$ cat config.mk
export PLATFORM = sky130hd
export DESIGN_NAME = tick_generator
export DESIGN_NICKNAME = d
export VERILOG_FILES = /design/src/rtl/tickgen_pkg.sv /design/src/rtl/tick_stage.sv /design/src/rtl/tick_generator.sv
export SDC_FILE = /design/constraint.sdc
export NUM_CORES = 1
export LEC_CHECK = 0
export BUFFER_PORTS_ARGS = -buffer_cell sky130_fd_sc_hd__buf_2
export CAP_MARGIN = 5
export CORE_MARGIN = 4
export CORE_UTILIZATION = 40
export DETAILED_ROUTE_END_ITERATION = 7
export PLACE_DENSITY_LB_ADDON = 0.05
export SLEW_MARGIN = 15
export SYNTH_ARGS = -nofsm -noshare
export SYNTH_HDL_FRONTEND = slang
export SYNTH_SLANG_ARGS = --single-unit
$ cat constraint.sdc
create_clock -name clk -period 2.45 [get_ports clk]
set_input_delay 0.3675 -clock clk [delete_from_list [all_inputs] [get_ports clk]]
set_output_delay 0.3675 -clock clk [all_outputs]
set_load 0.005 [all_outputs]
$ cat src/rtl/tickgen_pkg.sv
// -----------------------------------------------------------------------------
// tickgen_pkg
// Shared constants and helpers for the multi-rate tick generator.
//   TICKGEN_MIN_DIV  : smallest base divisor the prescaler accepts. A runtime
//                      divisor below this is raised to it.
//   tg_cnt_width()   : bits needed to hold 0..max_val (never less than 1).
//   tg_elapsed_max() : all-ones saturation value of a w-bit elapsed counter
//                      (w up to 64).
// No ports: this is a package. Import it with  import tickgen_pkg::*;
// -----------------------------------------------------------------------------
package tickgen_pkg;

  localparam int unsigned TICKGEN_MIN_DIV = 2;

  // Bits needed to represent every value in 0..max_val.
  function automatic int unsigned tg_cnt_width(input int unsigned max_val);
    return (max_val < 2) ? 1 : $clog2(max_val + 1);
  endfunction

  // Saturation ceiling of a w-bit counter, returned as a 64-bit value.
  // Callers cast the result down to their own width.
  function automatic logic [63:0] tg_elapsed_max(input int unsigned w);
    return (w >= 64) ? {64{1'b1}} : ((64'd1 << w) - 64'd1);
  endfunction

endpackage

$ cat src/rtl/tick_stage.sv
// -----------------------------------------------------------------------------
// tick_stage
// One cascaded modulo-STAGE_DIV counter. It advances only when the stage
// below it wraps, and it reports its own wrap combinationally so that the
// next stage sees it in the same cycle. Because of this, every coincident
// tick in the chain rises in the same cycle.
// Ports:
//   clk    in   system clock
//   rst_n  in   asynchronous active-low reset (counter -> 0)
//   clr    in   synchronous clear; takes priority over adv
//   adv    in   advance strobe (wrap of the previous stage)
//   wrap   out  adv & (count == STAGE_DIV-1), combinational
// -----------------------------------------------------------------------------
module tick_stage
  import tickgen_pkg::*;
#(
  parameter int unsigned STAGE_DIV = 10
) (
  input  logic clk,
  input  logic rst_n,
  input  logic clr,
  input  logic adv,
  output logic wrap
);

  localparam int unsigned    SW   = tg_cnt_width(STAGE_DIV - 1);
  localparam logic [SW-1:0]  TERM = SW'(STAGE_DIV - 1);

  logic [SW-1:0] cnt_q;
  logic [SW-1:0] cnt_d;

  assign wrap = adv & (cnt_q == TERM);

  always_comb begin
    cnt_d = cnt_q;
    if (clr) begin
      cnt_d = '0;
    end else if (wrap) begin
      cnt_d = '0;
    end else if (adv) begin
      cnt_d = cnt_q + SW'(1);
    end
  end

  always_ff @(posedge clk or negedge rst_n) begin
    if (!rst_n) begin
      cnt_q <= '0;
    end else begin
      cnt_q <= cnt_d;
    end
  end

endmodule

$ cat src/rtl/tick_generator.sv
// -----------------------------------------------------------------------------
// tick_generator
// A multi-rate tick source for the reaction-timer datapath.
//  - The base prescaler divides clk by the active divisor. Its wrap (w0)
//    produces tick[0].
//  - NUM_STAGES-1 tick_stage instances divide each wrap by STAGE_DIV again,
//    which gives tick[k] every BASE_DIV*STAGE_DIV^k enabled cycles.
//  - The elapsed counter counts base wraps and saturates at all-ones.
// Optional feature, macro TICKGEN_RUNTIME_DIV_EN:
//  - When the macro is defined, the base divisor can be reloaded at runtime
//    through div_wr/div_val.
//  - When it is undefined, the divisor is the constant BASE_DIV, and the
//    div ports and registers do not exist.
// Ports:
//   clk      in   system clock
//   rst_n    in   asynchronous active-low reset
//   en       in   count enable; low freezes every counter (no phase loss)
//   clr      in   synchronous clear of counters/ticks/elapsed; beats en
//   div_wr   in   (macro only) load strobe for a new base divisor
//   div_val  in   (macro only) new base divisor, CW bits
//   tick     out  NUM_STAGES one-cycle pulses, registered
//   elapsed  out  saturating count of base ticks since clr/reset
// Load protocol: div_wr is a single-cycle strobe and has no handshake.
//   - Every div_wr is accepted. The value is clamped up to TICKGEN_MIN_DIV
//     and stored as pending. A later write overwrites an earlier one.
//   - The pending value becomes the active divisor on the next base wrap or
//     clr, so the period in flight always completes at the old divisor.
//   - A write in the same cycle as a wrap or clr applies directly to the
//     period that starts next.
// -----------------------------------------------------------------------------
module tick_generator
  import tickgen_pkg::*;
#(
  parameter  int unsigned BASE_DIV   = 100000,  // >= 2
  parameter  int unsigned NUM_STAGES = 3,       // >= 1
  parameter  int unsigned STAGE_DIV  = 10,      // >= 2
  parameter  int unsigned ELAPSED_W  = 16,      // <= 64
  localparam int unsigned CW         = $clog2(BASE_DIV + 1)
) (
  input  logic                  clk,
  input  logic                  rst_n,
  input  logic                  en,
  input  logic                  clr,
`ifdef TICKGEN_RUNTIME_DIV_EN
  input  logic                  div_wr,
  input  logic [CW-1:0]         div_val,
`endif
  output logic [NUM_STAGES-1:0] tick,
  output logic [ELAPSED_W-1:0]  elapsed
);

  localparam logic [CW-1:0]        BASE_DIV_C  = CW'(BASE_DIV);
  localparam logic [ELAPSED_W-1:0] ELAPSED_MAX = ELAPSED_W'(tg_elapsed_max(ELAPSED_W));

  logic [CW-1:0]         c0_q;
  logic [CW-1:0]         c0_d;
  logic [CW-1:0]         div_act;
  logic                  w0;
  logic [NUM_STAGES-1:0] wrap_vec;
  logic [NUM_STAGES-1:0] tick_q;
  logic [NUM_STAGES-1:0] tick_d;
  logic [ELAPSED_W-1:0]  elapsed_q;
  logic [ELAPSED_W-1:0]  elapsed_d;

  // ---------------------------------------------------------------------------
  // Divisor selection
  // ---------------------------------------------------------------------------
`ifdef TICKGEN_RUNTIME_DIV_EN
  localparam logic [CW-1:0] MIN_DIV_C = CW'(TICKGEN_MIN_DIV);

  logic [CW-1:0] div_act_q;
  logic [CW-1:0] div_act_d;
  logic [CW-1:0] div_pend_q;
  logic [CW-1:0] div_pend_d;
  logic          pend_vld_q;
  logic          pend_vld_d;
  logic [CW-1:0] div_wr_clamped;

  assign div_wr_clamped = (div_val < MIN_DIV_C) ? MIN_DIV_C : div_val;
  assign div_act        = div_act_q;

  always_comb begin
    div_act_d  = div_act_q;
    div_pend_d = div_pend_q;
    pend_vld_d = pend_vld_q;
    if (w0 || clr) begin
      // Period boundary. A write arriving now wins over the older pending
      // value, and the pending slot is always emptied here.
      if (div_wr) begin
        div_act_d = div_wr_clamped;
      end else if (pend_vld_q) begin
        div_act_d = div_pend_q;
      end
      pend_vld_d = 1'b0;
    end else if (div_wr) begin
      div_pend_d = div_wr_clamped;
      pend_vld_d = 1'b1;
    end
  end

  always_ff @(posedge clk or negedge rst_n) begin
    if (!rst_n) begin
      div_act_q  <= BASE_DIV_C;
      div_pend_q <= '0;
      pend_vld_q <= 1'b0;
    end else begin
      div_act_q  <= div_act_d;
      div_pend_q <= div_pend_d;
      pend_vld_q <= pend_vld_d;
    end
  end
`else
  assign div_act = BASE_DIV_C;
`endif

  // ---------------------------------------------------------------------------
  // Base prescaler: c0 runs over 0..div_act-1.
  // ---------------------------------------------------------------------------
  assign w0 = en & (c0_q == (div_act - CW'(1)));

  always_comb begin
    c0_d = c0_q;
    if (clr) begin
      c0_d = '0;
    end else if (w0) begin
      c0_d = '0;
    end else if (en) begin
      c0_d = c0_q + CW'(1);
    end
  end

  // ---------------------------------------------------------------------------
  // Cascaded stages. wrap_vec[k] is the combinational wrap of stage k, and
  // stage 0 is the prescaler itself.
  // ---------------------------------------------------------------------------
  assign wrap_vec[0] = w0;

  for (genvar k = 1; k < NUM_STAGES; k++) begin : g_stage
    tick_stage #(
      .STAGE_DIV (STAGE_DIV)
    ) u_stage (
      .clk   (clk),
      .rst_n (rst_n),
      .clr   (clr),
      .adv   (wrap_vec[k-1]),
      .wrap  (wrap_vec[k])
    );
  end

  // clr discards any wrap that happens in the same cycle.
  assign tick_d = clr ? '0 : wrap_vec;

  // ---------------------------------------------------------------------------
  // Elapsed base-tick counter. It saturates instead of wrapping.
  // ---------------------------------------------------------------------------
  always_comb begin
    elapsed_d = elapsed_q;
    if (clr) begin
      elapsed_d = '0;
    end else if (w0 && (elapsed_q != ELAPSED_MAX)) begin
      elapsed_d = elapsed_q + ELAPSED_W'(1);
    end
  end

  always_ff @(posedge clk or negedge rst_n) begin
    if (!rst_n) begin
      c0_q      <= '0;
      tick_q    <= '0;
      elapsed_q <= '0;
    end else begin
      c0_q      <= c0_d;
      tick_q    <= tick_d;
      elapsed_q <= elapsed_d;
    end
  end

  assign tick    = tick_q;
  assign elapsed = elapsed_q;

endmodule

# [Word level (Yosys, flattened, before mapping)]
# Index checks and enable logic that the tools add are counted.
# Widths: inputs -> output; s select.
[word_totals] elab_cells=33 romBits=0 out_inout_bits=19 inputBits=4 memories=0 register_bits=44 ramBits=0 latch_bits=0
[op_classes] mul=0 muxes=12 n_reduce_logical=5 n_shift=0 n_div=0 eq_ne=4 n_lt_le_gt_ge=0 bitwise=3 add_sub_neg=4
[op_table] operator="$mux 17" count=3
[op_table] operator="$mux 16" count=2
[op_table] operator="$mux 4" count=6
[op_table] operator="$add 17x1->17 const B" count=1
[op_table] operator="$eq 17x17->1 const B" count=1
[op_table] operator="$add 16x1->16 const B" count=1
[op_table] operator="$ne 16x16->1 const B" count=1
[op_table] operator="$reduce_bool 3->1" count=3
[op_table] operator="$add 4x1->4 const B" count=2
[op_table] operator="$eq 4x4->1 const B" count=2
[op_table] operator="$and 1x1->1" count=3
[op_table] operator="$mux 3" count=1
[op_table] operator="$reduce_bool 2->1" count=1
[op_table] operator="$logic_and 1x1->1" count=1

# [Longest topological paths before layout]
[depth] ltp_word=6 ltp_mapped=7 depth_no_buf=7

# [Modules after synthesis]
# Synthesis repeated with hierarchy kept, for this count alone.
[unflattened] cells_unflattened=247 area_unflattened_um2=2443.6
[by_module_without_submodules] module="tick_generator" cells_per_inst=195 instances=1 area_per_inst_um2=1960.6 seq_area_each_um2=900.9
[by_module_without_submodules] module="tick_stage" cells_per_inst=26 instances=2 area_per_inst_um2=241.5 seq_area_each_um2=100.1

# [Worst setup path before layout]
# OpenSTA, ideal clock, no wires.
[synth_path] path_type="register -> register" start="register c0_q[6]" end="register elapsed_q[12] (netlist: elapsed[12])" slack_ps=533 setup_ps=125 path_stages_with_launch=6 t_required_ps=2325 synth_period_minus_slack_ps=1917 n_path_buf=0 arrival_time_ps=1792 cell_sequence="dfrtp_1 nor4b_4 and3_2 nand3_1 nor4_1 mux2_2"
[synth_via] elab_chain_cells=4
[synth_rtl] item="start: declaration" line_no="tick_generator.sv:55" text="logic [CW-1:0] c0_q;"
[synth_rtl] item="start signal: assignment" line_no="tick_generator.sv:167" text="c0_q <= '0;"
[synth_rtl] item="start signal: assignment" line_no="tick_generator.sv:171" text="c0_q <= c0_d;"
[synth_rtl] item="$eq 17x17->1" line_no="tick_generator.sv:119" text="assign w0 = en & (c0_q == (div_act - CW'(1)));"
[synth_rtl] item="$and 1x1->1" line_no="tick_generator.sv:119"
[synth_rtl] item="$logic_and 1x1->1" line_no="tick_generator.sv:160" text="end else if (w0 && (elapsed_q != ELAPSED_MAX)) begin"
[synth_rtl] item="$reduce_bool 2->1 (no line)"
[synth_rtl] item="end signal: assignment" line_no="tick_generator.sv:173" text="elapsed_q <= elapsed_d;"
[synth_rtl] item="end: declaration" line_no="tick_generator.sv:62" text="logic [ELAPSED_W-1:0] elapsed_q;"
# No other way between the ends.
# A chain may end at the register's enable or synchronous reset.

# [Worst setup path after layout]
[layout_path] start="register c0_q[5]" end="register elapsed_q[12] (netlist: elapsed[12])"
# The elaborated chain is that of the path after synthesis.

==> results.sh <==
export IMPL_clk_latency_ns=0.30
export IMPL_start_kind="flop"
export IMPL_synth_edf_count=0
export IMPL_grt_pass1_wl_um=8960
export IMPL_vias_per_cell=5.33
export IMPL_async_flop_share_pct=100
export IMPL_postCtsHoldBufs=0
export IMPL_globalRouteOverflowTotal=0
export IMPL_fin_tns_setup_ns=0
export IMPL_clk_pin_slew_ns=0.09
export IMPL_clock_fmax_mhz=455
export IMPL_ys_ff_latch=44
export IMPL_drive_above_1_share_pct=18.9
export IMPL_drc_errors=0
export IMPL_cts_setup_buffers=0
export IMPL_synth_top_family_by_area="simple AND/OR/NAND/NOR gates"
export IMPL_io_pins=23
export IMPL_syn_area_mm2=0.00242
export IMPL_fin_crit_ns=2.20
export IMPL_post_place_ws_ns=0.279
export IMPL_cts_root_buf="clkbuf_8"
export IMPL_yosysSeqAreaShare_pct=45.4
export IMPL_synthAdderAreaFrac_pct=3.10
export IMPL_grt_max_degree=45
export IMPL_hold_slack_ns=0.149
export IMPL_ys_flop_type="dfrtp_1"
export IMPL_grt_util_all_layers_pct=15.1
export IMPL_ir_drop_mv=0.269
export IMPL_synth_compound_area_share_pct=7.12
export IMPL_finalWirelength_um=5100
export IMPL_cap_violations=0
export IMPL_crit_fanout=7
export IMPL_grt_pass1_vias=1880
export IMPL_tightest_slew_ns=0.572
export IMPL_fin_ws_ns=0.250
export IMPL_synth_cell_types=39
export IMPL_antenna_diode_count=0
export IMPL_synth_xor_area_share_pct=5.06
export IMPL_syn_inst=260
export IMPL_antenna_found_initial=0
export IMPL_gp_congestion=0.723
export IMPL_drtIter0Drc=86
export IMPL_final_max_slew_viol_count=0
export IMPL_initial_core_util_pct=41.2
export IMPL_cts_buffers=5
export IMPL_rows=28
export IMPL_end_kind="flop"
export IMPL_synthSimpleGateAreaFrac_pct=33.0
export IMPL_clk_path_buf_depth=2
export IMPL_slew_headroom_pct=61.9
export IMPL_syn_nets=270
export IMPL_avgSynthCellArea_um2=9.33
export IMPL_drtAntennaViolNets=0
export IMPL_cts_sinks=44
export IMPL_num_nets_final=294
export IMPL_setup_violations=0
export IMPL_hold_viol=0
export IMPL_rsz0062_at_grt="no"
export IMPL_layout_commonest_cell="dfrtp_1"
export IMPL_timing_final_crit_share_pct=89.8
export IMPL_dieArea_mm2=0.00737
export IMPL_fillers=580
export IMPL_area_delta_synth_final_pct=13.3
export IMPL_wl_per_cell_um=14.2
export IMPL_dpl_hpwl_um=3540
export IMPL_skew_ns=0.00640
export IMPL_die_h_um=85.9
export IMPL_core_area_mm2=0.00589
export IMPL_min_path_type="in -> async"
export IMPL_ctsHtreeMaxLevel=2
export IMPL_final_cell_mix="44 x dfrtp_1, 28 x nor2_1, 25 x nand2_1, 22 x buf_2, 19 x a21oi_1"
export IMPL_io_buffers=22
export IMPL_worstPathArrival_ns=2.39
export IMPL_p_leak_uw=0.00118
export IMPL_required_ns=2.64
export IMPL_first_pass_iters=4
export IMPL_status="finished clean"
export IMPL_vias=1917
export IMPL_cts_tree="built"
export IMPL_cts_resized=0
export IMPL_critical_path_class="reg -> reg"
export IMPL_muxShareOfSynthArea_pct=3.72
export IMPL_die_w_um=85.9
export IMPL_yosys_warnings=0
export IMPL_p_per_area_mw_per_mm2=484
## registers in the layout, summed over array words and instances, names as in the netlist
register               count
elapsed                   16
tick                       3
g_stage.u_stage.cnt_q      8
c0_q                      17
## synth_stat cells, types with 5 or more instances
| cell type | instances | area (um2) |
|---|---|---|
| o21ai_0 | 9 | 45.0 |
| xor2_1 | 9 | 78.8 |
| nor2b_1 | 11 | 68.8 |
| a21oi_1 | 19 | 95.1 |
| dfrtp_1 | 44 | 1100 |
| ha_1 | 6 | 75.1 |
| nand3_1 | 16 | 80.1 |
| and3_1 | 5 | 31.3 |
| nand2_1 | 25 | 93.8 |
| xnor2_1 | 5 | 43.8 |
| mux2_2 | 8 | 90.1 |
| and4_1 | 5 | 43.8 |
| clkbuf_1 | 6 | 22.5 |
| nor2_1 | 28 | 105 |
| nand4_1 | 7 | 43.8 |
| or3_1 | 9 | 56.3 |
| inv_1 | 7 | 26.3 |
| nor3_1 | 8 | 40.0 |
## path summary, 6_finish.rpt
check	startpoint	to	slack [ns]	cells past startpoint
setup / recovery	c0_q[5]$_DFFE_PN0P_	elapsed[12]$_DFFE_PN0P_	0.25	4
hold / removal	rst_n	g_stage[2].u_stage.cnt_q[3]$_DFFE_PN0P_	0.15	2
setup reg to reg	c0_q[5]$_DFFE_PN0P_	elapsed[12]$_DFFE_PN0P_	0.25	4
hold reg to reg	g_stage[2].u_stage.cnt_q[3]$_DFFE_PN0P_	g_stage[2].u_stage.cnt_q[3]$_DFFE_PN0P_	0.56	2
max in group asynchronous	rst_n	elapsed[12]$_DFFE_PN0P_	1.91	2
min in group clk	en	c0_q[1]$_DFFE_PN0P_	0.38	3
## cells by family (layout without fill, tap and decap cells)
logic type | count (synthesis) | in the layout
multiplexers | 8 | 8
AND/OR/NAND/NOR | 140 | 140
buffers and inverters | 16 | 41
XOR/XNOR | 14 | 14
flip-flops | 44 | 44
AO/OA/AOI/OAI | 32 | 32
adder cells (fa/ha/maj) | 6 | 6
## routing by layer
layer | global-route usage [%] | share of wire, %
met2 | 25.2 | 48
met1 | 19.9 | 48
met5 | 0 | 0
met3 | 2.98 | 2.8
met4 | 4.46 | 1.1
## report_power, final
| group | internal [uW] | leakage, uW | switching, uW |
|---|---|---|---|
| combinational | 11.4 | 0.000512 | 35.3 |
| clock | 302 | 0.0000541 | 250 |
| sequential | 728 | 0.000614 | 3.12 |
## worst max-delay path, stage by stage (launching register included)
cell     delay, ns
dfrtp_1       0.46
nor4_2        0.53
nand3_1       0.35
nor4_1        0.38
mux2_2        0.37
## metrics by stage
stage / instance area (um2) / instances / power, uW / utilization (%)
2_1_floorplan: 2420 / 260 / 765 / -
3_3_place_gp: 2640 / 352 / 795 / 44.8
3_5_place_dp: 2640 / 352 / 794 / 44.8
4_1_cts: 2750 / 360 / 1360 / 46.7
5_1_grt: 2750 / 360 / 1390 / 46.7
6_report: 2750 / 360 / 1330 / 46.7
## layout make-up
class / count / area (um2) / share of cell area (%)
Multi-Input combinational cell: 200 / 1260 / 45.9
Sequential cell: 44 / 1100 / 40.1
Timing Repair Buffer: 26 / 153 / 5.56
Tap cell: 75 / 93.8 / 3.42
Clock buffer: 5 / 68.8 / 2.51
Clock inverter: 3 / 42.5 / 1.55
Inverter: 7 / 26.3 / 0.957
Note: power is estimated with default switching activity, not from simulation.
